$ cat config.mk
export PLATFORM = sky130hd
export DESIGN_NAME = module_frame_rx
export DESIGN_NICKNAME = d
export VERILOG_FILES = /design/src/rtl/module_frame_rx.sv
export SDC_FILE = /design/constraint.sdc
export NUM_CORES = 1
export LEC_CHECK = 0
export CAP_MARGIN = 20
export CORE_ASPECT_RATIO = 0.9
export CORE_MARGIN = 10
export CORE_UTILIZATION = 57
export DETAILED_ROUTE_END_ITERATION = 8
export PLACE_DENSITY = 0.83
export SLEW_MARGIN = 20
export SYNTH_ARGS = -nofsm -noshare
export SYNTH_HDL_FRONTEND = slang
export SYNTH_SLANG_ARGS = --single-unit
$ cat constraint.sdc
create_clock -name clk -period 6.6 [get_ports clk]
set_clock_uncertainty 0.1 [all_clocks]
set_input_delay 1.98 -clock clk [delete_from_list [all_inputs] [get_ports clk]]
set_output_delay 1.98 -clock clk [all_outputs]
set_load 0.01 [all_outputs]
$ cat src/rtl/module_frame_rx.sv
// -----------------------------------------------------------------------------
// module_frame_rx
// Receive decoder for the inverter command link on a power-module board.
// Reassembles the two-byte frame {sin_index[11:4]} {sin_index[3:0], uart_id}
// delivered by uart_rx, holds an accepted frame as pending, and commits the
// pending index to active_index on the rising edge of the broadcast shoot line
// so that every module switches on the same event.
//
// Optional feature macro: FRAME_ID_FILTER_EN
//   defined   : only frames addressed to MODULE_ID or to 4'hF are accepted
//   undefined : every parity-clean completed frame is accepted
//
// Parameters:
//   MODULE_ID       id this board answers to (filter build only)
//   TIMEOUT_CYCLES  max clk cycles between byte-1 and byte-2 strobes (2..65535)
//
// Ports:
//   clk           24 MHz clock shared with uart_rx
//   reset         asynchronous active-low reset
//   rx_byte       received byte, valid while rx_done=1
//   rx_done       one-cycle byte strobe
//   parity_error  qualifies the current rx_done
//   shoot         raw broadcast shoot pin, asynchronous to clk
//   sin_index     last fully received index
//   uart_id       last fully received id
//   frame_valid   one-cycle pulse when a frame completes
//   frame_error   one-cycle pulse on parity error or inter-byte timeout
//   active_index  committed index driving the gate logic
//   apply         one-cycle pulse when active_index updates
//   missed_shoot  one-cycle pulse on a shoot edge with nothing pending
// -----------------------------------------------------------------------------
module module_frame_rx #(
  parameter logic [3:0]  MODULE_ID      = 4'd1,
  parameter int unsigned TIMEOUT_CYCLES = 2400
) (
  input  logic        clk,
  input  logic        reset,
  input  logic [7:0]  rx_byte,
  input  logic        rx_done,
  input  logic        parity_error,
  input  logic        shoot,
  output logic [11:0] sin_index,
  output logic [3:0]  uart_id,
  output logic        frame_valid,
  output logic        frame_error,
  output logic [11:0] active_index,
  output logic        apply,
  output logic        missed_shoot
);

`ifdef FRAME_ID_FILTER_EN
  localparam logic FILTER_EN = 1'b1;
`else
  localparam logic FILTER_EN = 1'b0;
`endif

  // Counter value at which the wait for byte 2 expires.
  localparam logic [15:0] TIMEOUT_LAST = 16'(TIMEOUT_CYCLES - 1);

  typedef enum logic {
    WAIT_HI = 1'b0,
    WAIT_LO = 1'b1
  } state_t;

  state_t      state, state_next;
  logic [7:0]  hi_byte, hi_byte_next;
  logic [15:0] tcount, tcount_next;
  logic [11:0] pending_index, pending_index_next;
  logic        pending, pending_next;
  logic [11:0] sin_index_next;
  logic [3:0]  uart_id_next;
  logic        frame_valid_next, frame_error_next;
  logic [11:0] active_index_next;
  logic        apply_next, missed_shoot_next;
  logic        frame_done, frame_accept;
  logic        shoot_s1, shoot_s2, shoot_s3;
  logic        shoot_edge;

  // Rising edge of the synchronized shoot line; a held level yields one edge.
  assign shoot_edge = shoot_s2 & ~shoot_s3;

  // Frame FSM: next state, byte assembly and inter-byte timeout.
  always_comb begin
    state_next       = state;
    hi_byte_next     = hi_byte;
    tcount_next      = tcount;
    sin_index_next   = sin_index;
    uart_id_next     = uart_id;
    frame_valid_next = 1'b0;
    frame_error_next = 1'b0;
    frame_done       = 1'b0;
    case (state)
      WAIT_HI: begin
        if (rx_done) begin
          if (!parity_error) begin
            hi_byte_next = rx_byte;
            tcount_next  = 16'd0;
            state_next   = WAIT_LO;
          end else begin
            frame_error_next = 1'b1;
          end
        end else begin
          state_next = WAIT_HI;
        end
      end
      WAIT_LO: begin
        // A strobe on the timeout cycle still completes the frame.
        if (rx_done) begin
          state_next = WAIT_HI;
          if (!parity_error) begin
            sin_index_next   = {hi_byte, rx_byte[7:4]};
            uart_id_next     = rx_byte[3:0];
            frame_valid_next = 1'b1;
            frame_done       = 1'b1;
          end else begin
            frame_error_next = 1'b1;
          end
        end else if (tcount == TIMEOUT_LAST) begin
          frame_error_next = 1'b1;
          state_next       = WAIT_HI;
        end else if (tcount != 16'hFFFF) begin
          tcount_next = tcount + 16'd1;
        end else begin
          tcount_next = tcount;
        end
      end
      default: begin
        state_next = WAIT_HI;
      end
    endcase
  end

  // Acceptance rule; the id filter only exists in the filter build.
  always_comb begin
    if (frame_done && (!FILTER_EN || (rx_byte[3:0] == MODULE_ID) || (rx_byte[3:0] == 4'hF))) begin
      frame_accept = 1'b1;
    end else begin
      frame_accept = 1'b0;
    end
  end

  // Pending/commit path: the commit reads the old pending value before a
  // simultaneously accepted frame replaces it.
  always_comb begin
    active_index_next  = active_index;
    pending_next       = pending;
    pending_index_next = pending_index;
    apply_next         = 1'b0;
    missed_shoot_next  = 1'b0;
    if (shoot_edge) begin
      if (pending) begin
        active_index_next = pending_index;
        apply_next        = 1'b1;
        pending_next      = 1'b0;
      end else begin
        missed_shoot_next = 1'b1;
      end
    end else begin
      apply_next = 1'b0;
    end
    if (frame_accept) begin
      pending_index_next = sin_index_next;
      pending_next       = 1'b1;
    end else begin
      pending_index_next = pending_index;
    end
  end

  // State, data and pulse registers.
  always_ff @(posedge clk or negedge reset) begin
    if (!reset) begin
      state         <= WAIT_HI;
      hi_byte       <= 8'd0;
      tcount        <= 16'd0;
      pending_index <= 12'd0;
      pending       <= 1'b0;
      sin_index     <= 12'd0;
      uart_id       <= 4'd0;
      frame_valid   <= 1'b0;
      frame_error   <= 1'b0;
      active_index  <= 12'd0;
      apply         <= 1'b0;
      missed_shoot  <= 1'b0;
    end else begin
      state         <= state_next;
      hi_byte       <= hi_byte_next;
      tcount        <= tcount_next;
      pending_index <= pending_index_next;
      pending       <= pending_next;
      sin_index     <= sin_index_next;
      uart_id       <= uart_id_next;
      frame_valid   <= frame_valid_next;
      frame_error   <= frame_error_next;
      active_index  <= active_index_next;
      apply         <= apply_next;
      missed_shoot  <= missed_shoot_next;
    end
  end

  // Two-flop synchronizer for the asynchronous shoot pin plus edge-detect flop.
  always_ff @(posedge clk or negedge reset) begin
    if (!reset) begin
      shoot_s1 <= 1'b0;
      shoot_s2 <= 1'b0;
      shoot_s3 <= 1'b0;
    end else begin
      shoot_s1 <= shoot;
      shoot_s2 <= shoot_s1;
      shoot_s3 <= shoot_s2;
    end
  end

endmodule

==> reports/results.ini, run 1 <==
[synthesis]
ys_types = 42
yosys.area_share.simple_pct = 29.1
syn_area_per_cell_sq_um = 9.62
async_flop_share_pct = 100
synth_xor_xnor_area_share_pct = 0
synth.net_count = 328
synthesis.instances = 314
post_synth_adder_cell_area_pct = 0.414
synth_compound_gate_area_share_pct = 7.29
postSynth.topFlopCell = dfrtp_1
synth.yosys.warnings = 0
synth_enable_flop_cells = 0
synth_mux_area_share_pct = 0.704
synthesis.area_sq_um = 3020
synth_top_family_by_area = simple AND/OR/NAND/NOR gates
synth_seq_area_share_pct = 60.5
yosys_register_bits = 73

[run]
max-cap-violations = 0

[cells_and_area]
finish.instance_area_sq_um = 3690
diodes = 0
area.growth.synth_to_final_pct = 22.1
fillerInstances = 418
proportion_of_layout_cells_with_a_drive_suffix_above_1_pct = 7.92
nNetsFinal = 375

[grt]
wire_length_of_the_first_global_routing_pass_mm = 11.3
gr-usage-all-layers_pct = 16.1
largest_net_degree_at_the_start_of_global_routing = 74
overflow = 0
first_global_vias = 2381
grt_antenna_before_repair = 0

[detailed_routing]
wl_per_cell_um = 15.5
first_pass_iters = 5
viasPerCell = 5.43
first_iter_violations = 158
postRouteWirelength_mm = 6.69
num_vias = 2352
detail-route-antenna-nets = 0
detail_route.drc_violations = 0

[clocking]
tritoncts = done
cts_made_buffers = 9
post_cts.repair.setup_buffers = 0
cts.reportedPaths.clkPinSlew_ns = 0.07
cts_buffer_depth = 2
worst_skew_pair.late_latency_ns = 0.35
number_of_clock_sinks_seen_by_cts = 73
cts_root_buffer = clkbuf_8
post_cts_hold_buffer_count = 0
cts_resized = 0
cts_htree_levels = 3

[floorplan]
boundaryPins = 45
fp.dieW_um = 96.7
core_area_sq_um = 5190
initial_core_util_pct = 58.2
dieArea_sq_um = 8610
vertical_die_dimension_um = 89.1
fp-row-count = 25

[power]
share_of_total_power_in_combinational_logic_pct = 23.1
share_clk_of_total_power_pct = 26.5
sequentialPowerShare_pct = 50.4
switching_power_w = 0.000353
internal-power_w = 0.000841
proportion_of_total_power_due_to_net_switching_pct = 29.5
vdd_ir_drop_max_mv = 0.207
power_per_cell_area_nw_per_um2 = 324
total_leakage_power_nw = 1.90

[sta]
rsz0062_at_grt = false
setup_viol = 0
slew_headroom_pct = 39.6
period_share_pct = 58.5
achievable_frequency_mhz = 259
timing.final.ws_setup_ns = 2.74
hold_fails_final_rpt = 0
tightestPinTransition_ns = 0.906
fin_crit_ns = 3.86
fin_setup_tns_ns = 0
slew_violations = 0

[worst_setup_path]
timing.critical_path.from_type = input pin
worstSetupPathType = input pin to flop
setup.worst_path.end_class = flop
crit_required_ns = 6.73
worstPathArrival_ns = 3.99
critPathMaxFanout = 13

[outcome]
outcome = complete, no violations

[place]
gp_routability_congestion = 0.827
place_ws_ns = 1.85
postPlaceCellArea_sq_um = 3490
detailed_place_hpwl_mm = 4.52
buffer_ports.inserted = 44

[hold_path]
min_path_type = flop to flop

critical path, stage by stage:
cell	delay, ns
clkdlybuf4s50_1	0.46
or2b_1	0.27
a41o_2	0.29
a31oi_4	0.39
nor2_2	0.20
a221o_1	0.41
per-layer routing:
metal	track usage, %	part of all wire [%]	vias to the layer above
met2	26.3	47	59
li1	-	-	1141
met1	18.7	45	1142
met4	5.62	1.2	0
met3	6.88	6.2	10
met5	0	0	-
cell type report:
| type | instances | area, sq um | area share, % |
|---|---|---|---|
| Clock buffer | 12 | 155 | 4.21 |
| Clock inverter | 4 | 27.5 | 0.747 |
| Inverter | 2 | 7.51 | 0.204 |
| Multi-Input combinational cell | 229 | 1130 | 30.7 |
| Sequential cell | 73 | 1830 | 49.5 |
| Tap cell | 67 | 83.8 | 2.27 |
| Timing Repair Buffer | 46 | 454 | 12.3 |
per-stage QoR:
stage | util, % | total power, W | instances | hold WS [ns]
3_5_place_dp | 67.3 | 0.000886 | 416 | 0.247
6_report | 71.0 | 0.00119 | 433 | 0.257
2_1_floorplan | - | 0.000714 | 314 | 0.231
5_1_grt | 71.0 | 0.00127 | 433 | 0.277
4_1_cts | 70.8 | 0.00121 | 432 | 0.262
3_3_place_gp | 67.3 | 0.000873 | 416 | 0.246
synth_stat cells (2+ instances only):
library cell  number  area (sq um)
a211o_1            5          43.8
a21o_1             2          15.0
a21oi_1            3          15.0
a221o_1            3          30.0
a31oi_1            4          25.0
and3_1             6          37.5
buf_6              2          22.5
clkbuf_1           7          26.3
dfrtp_1           73          1830
nand2_1          149           559
nand3_1            8          40.0
nand3b_1           2          15.0
nand4_1            3          18.8
nor2_1             5          18.8
nor3_1             7          35.0
nor4_1             2          12.5
nor4b_1            2          17.5
o21ai_0            6          30.0
or3_1              2          12.5
sequential cells by signal, summed over array words and instances (netlist names), 4 cells and up:
signal and count:
tcount 16, pending_index 12, active_index 12, hi_byte 8
sin_index 12, uart_id 4
kinds of logic after synthesis:
logic type,after synthesis
and+or+nand+nor,198
buffers and inverters,12
AOI/OAI and AO/OA,28
muxes,2
DFF,73
adders and majority gates,1
layout by cell type, fill, tap and decap left out, types with 4 or more instances in the layout:
cell	instances
and3_1	6
clkdlybuf4s50_1	43
nand2_1	149
dfrtp_1	73
a31oi_1	4
nor3_1	7
nor2_1	5
clkbuf_8	11
a211o_1	5
o21ai_0	6
nand3_1	8
power by group through the flow:
stage | Combinational [W] | Clock [W] | Sequential, W
final | 0.000275 | 0.000317 | 0.000602
after global placement | 0.000268 | 0 | 0.000605
after detailed placement | 0.000278 | 0 | 0.000609
after floorplan | 0.0000906 | 0 | 0.000623
after global routing | 0.000305 | 0.000349 | 0.000612
after CTS | 0.000281 | 0.000327 | 0.000601
path summary, 6_finish.rpt:
kind	from	slack, ns	cells past startpoint	to
max	rx_done	2.74	6	tcount[12]
min	shoot_s1	0.26	0	shoot_s2
max reg2reg	tcount[0]	4.06	6	tcount[12]
min reg2reg	shoot_s1	0.26	0	shoot_s2
max in group asynchronous	reset	4.07	2	active_index[6]
min in group asynchronous	reset	1.75	2	shoot_s3
Power figures use the tool's default switching activity.
==> run 2, diff against run 1 <==
--- a/config.mk
+++ b/config.mk
@@ -8,9 +8,9 @@
 export CAP_MARGIN = 20
 export CORE_ASPECT_RATIO = 0.9
 export CORE_MARGIN = 10
-export CORE_UTILIZATION = 57
+export CORE_UTILIZATION = 48
 export DETAILED_ROUTE_END_ITERATION = 8
-export PLACE_DENSITY = 0.83
+export PLACE_DENSITY = 0.75
 export SLEW_MARGIN = 20
 export SYNTH_ARGS = -nofsm -noshare
 export SYNTH_HDL_FRONTEND = slang
==> constraint.sdc (replaced) <==
create_clock -name clk -period 3.2 [get_ports clk]
set_clock_uncertainty 0.1 [all_clocks]
set_input_delay 0.96 -clock clk [delete_from_list [all_inputs] [get_ports clk]]
set_output_delay 0.96 -clock clk [all_outputs]
set_load 0.01 [all_outputs]
==> run 2 against run 1 <==
  * Register-to-register slack worse by 3.2 ns
  * Sequential power grew 110%
  * Worst setup slack got worse by 2.1 ns
  * Hold slack got worse by 0.0074 ns
  * Sequential share of layout area shrank 1.3 points
  * Critical path type unchanged
==> reports/results.ini, run 2 (synthesized netlist as in run 1, its figures left out) <==
[detailed_routing]
detail-route-antenna-nets = 0  ; unchanged
first_pass_iters = 5  ; unchanged
postRouteWirelength_mm = 6.54  ; -2.3%
first_iter_violations = 136  ; -14%
num_vias = 2347  ; -0.21%
detail_route.drc_violations = 0  ; unchanged
wl_per_cell_um = 14.4  ; -6.8%
viasPerCell = 5.17  ; -4.8%

[clocking]
cts_resized = 0  ; unchanged
cts.reportedPaths.clkPinSlew_ns = 0.07  ; about the same
number_of_clock_sinks_seen_by_cts = 73  ; unchanged
cts_buffer_depth = 2  ; unchanged
cts_made_buffers = 9  ; unchanged
cts_htree_levels = 3  ; unchanged
tritoncts = done
post_cts_hold_buffer_count = 0  ; unchanged
post_cts.repair.setup_buffers = 0  ; unchanged
cts_root_buffer = clkbuf_8
worst_skew_pair.late_latency_ns = 0.35  ; about the same

[run]
max-cap-violations = 0  ; unchanged

[floorplan]
core_area_sq_um = 6110  ; +18%
fp-row-count = 27  ; +8.0%
dieArea_sq_um = 9870  ; +15%
vertical_die_dimension_um = 95.3  ; +7.0%
fp.dieW_um = 104  ; +7.1%
boundaryPins = 45  ; unchanged
initial_core_util_pct = 49.4  ; -8.8 points

[sta]
achievable_frequency_mhz = 391
rsz0062_at_grt = false
slew_violations = 0  ; unchanged
fin_crit_ns = 2.56
period_share_pct = 80.0
setup_viol = 0  ; unchanged
hold_fails_final_rpt = 0  ; unchanged
tightestPinTransition_ns = 0.887  ; -0.0199 ns
slew_headroom_pct = 40.9  ; +1.3 points
fin_setup_tns_ns = 0  ; unchanged

[cells_and_area]
finalCoreUtilization_pct = 61.9  ; -9.1 points
max_flop_register = tcount
largest_register_ffs = 16  ; unchanged
diodes = 0  ; unchanged
proportion_of_layout_cells_with_a_drive_suffix_above_1_pct = 8.45  ; +0.52 points
nNetsFinal = 376  ; +0.27%
finish.instance_area_sq_um = 3790  ; +2.7%
mostFrequentLayoutCell = nand2_1
layout_common_cells = nand2_1, dfrtp_1, clkdlybuf4s50_1
area.growth.synth_to_final_pct = 25.4
fillerInstances = 522  ; +25%

[place]
postPlaceCellArea_sq_um = 3540  ; +1.2%
gp_routability_congestion = 0.886  ; +7.1%
buffer_ports.inserted = 44  ; unchanged
detailed_place_hpwl_mm = 4.44  ; -1.7%

[grt]
wire_length_of_the_first_global_routing_pass_mm = 10.9  ; -3.7%
gr-usage-all-layers_pct = 13.5  ; -2.6 points
grt_antenna_before_repair = 0  ; unchanged
first_global_vias = 2259  ; -5.1%
largest_net_degree_at_the_start_of_global_routing = 74  ; unchanged
overflow = 0  ; unchanged

[worst_setup_path]
timing.critical_path.from_type = input pin
r2r_end = tcount[2]
worstPathArrival_ns = 2.73  ; -1.26 ns
critPathMaxFanout = 12  ; -1
setup.worst_path.end_class = flop
r2r_slack_ns = 0.89  ; -3.17 ns
crit_required_ns = 3.37  ; -3.36 ns
worstSetupPathType = input pin to flop
worst_r2r_startpoint = tcount[13]
r2r_cells = 5  ; -1
worst_setup_path_startpoint = rx_done

[power]
vdd_ir_drop_max_mv = 0.598  ; +190%
total_leakage_power_nw = 1.95  ; +2.5%
total_power_w = 0.00268  ; +120%
power_per_cell_area_nw_per_um2 = 709  ; +120%

[hold_path]
timing.hold.worst_endpoint = shoot_s2
hold_start = shoot_s1
worstHoldPathCells = 0  ; unchanged
min_path_type = flop to flop

[outcome]
outcome = complete, no violations

[run 2: cell types whose count changed in the layout (fill, tap and decap cells not counted), sizes merged]
| cell | change |
|---|---|
| bufinv | +3 |
| clkbuf | -2 |
| clkinv | +1 |
| clkinvlp | -3 |
| buf | +1 |
| inv | +1 |
[run 2: power breakdown]
| part | leakage, nW | switching [W] | internal, W |
|---|---|---|---|
| clock network | 0.127 | 0.000342 | 0.000541 |
| logic | 0.870 | 0.000266 | 0.000296 |
| registers | 0.949 | 0.000120 | 0.00112 |
[run 2: critical path, stage by stage]
cell and delay, ns:
clkdlybuf4s50_1 0.46, or2b_1 0.27, a41o_2 0.29, a31o_2 0.33, mux2_2 0.30, mux2i_1 0.12
[run 2: how the worst max path moves through the flow]
stage | slack, ns | endpoint
2_1_floorplan | 0.86 | tcount[12]
5_1_grt | 0.59 | tcount[2]
6_report | 0.64 | tcount[2]
3_3_place_gp | 0.34 | tcount[2]
3_5_place_dp | 0.30 | tcount[2]
4_1_cts | 0.66 | tcount[2]
[run 2: layout make-up]
type,count,area (sq um),area share (%)
Multi-Input combinational cell,229,1130,29.9
Clock inverter,6,113,2.97
Tap cell,87,109,2.88
Timing Repair Buffer,47,460,12.2
Clock buffer,10,138,3.64
Sequential cell,73,1830,48.2
Inverter,2,7.51,0.198
[run 2: per-layer routing]
layer	vias up	wire length [um]	track usage, %
met5	-	0	0
met4	0	55	4.93
met3	6	447	5.73
met2	61	3010	21.1
met1	1137	3030	16.6
li1	1143	-	-
[run 2: metrics by stage]
step / setup WS (ns) / hold WS, ns / std cells
2_1_floorplan: 0.862 / 0.231 / 314
3_3_place_gp: 0.339 / 0.237 / 438
3_5_place_dp: 0.296 / 0.236 / 438
4_1_cts: 0.663 / 0.254 / 454
5_1_grt: 0.595 / 0.263 / 454
6_report: 0.641 / 0.250 / 454
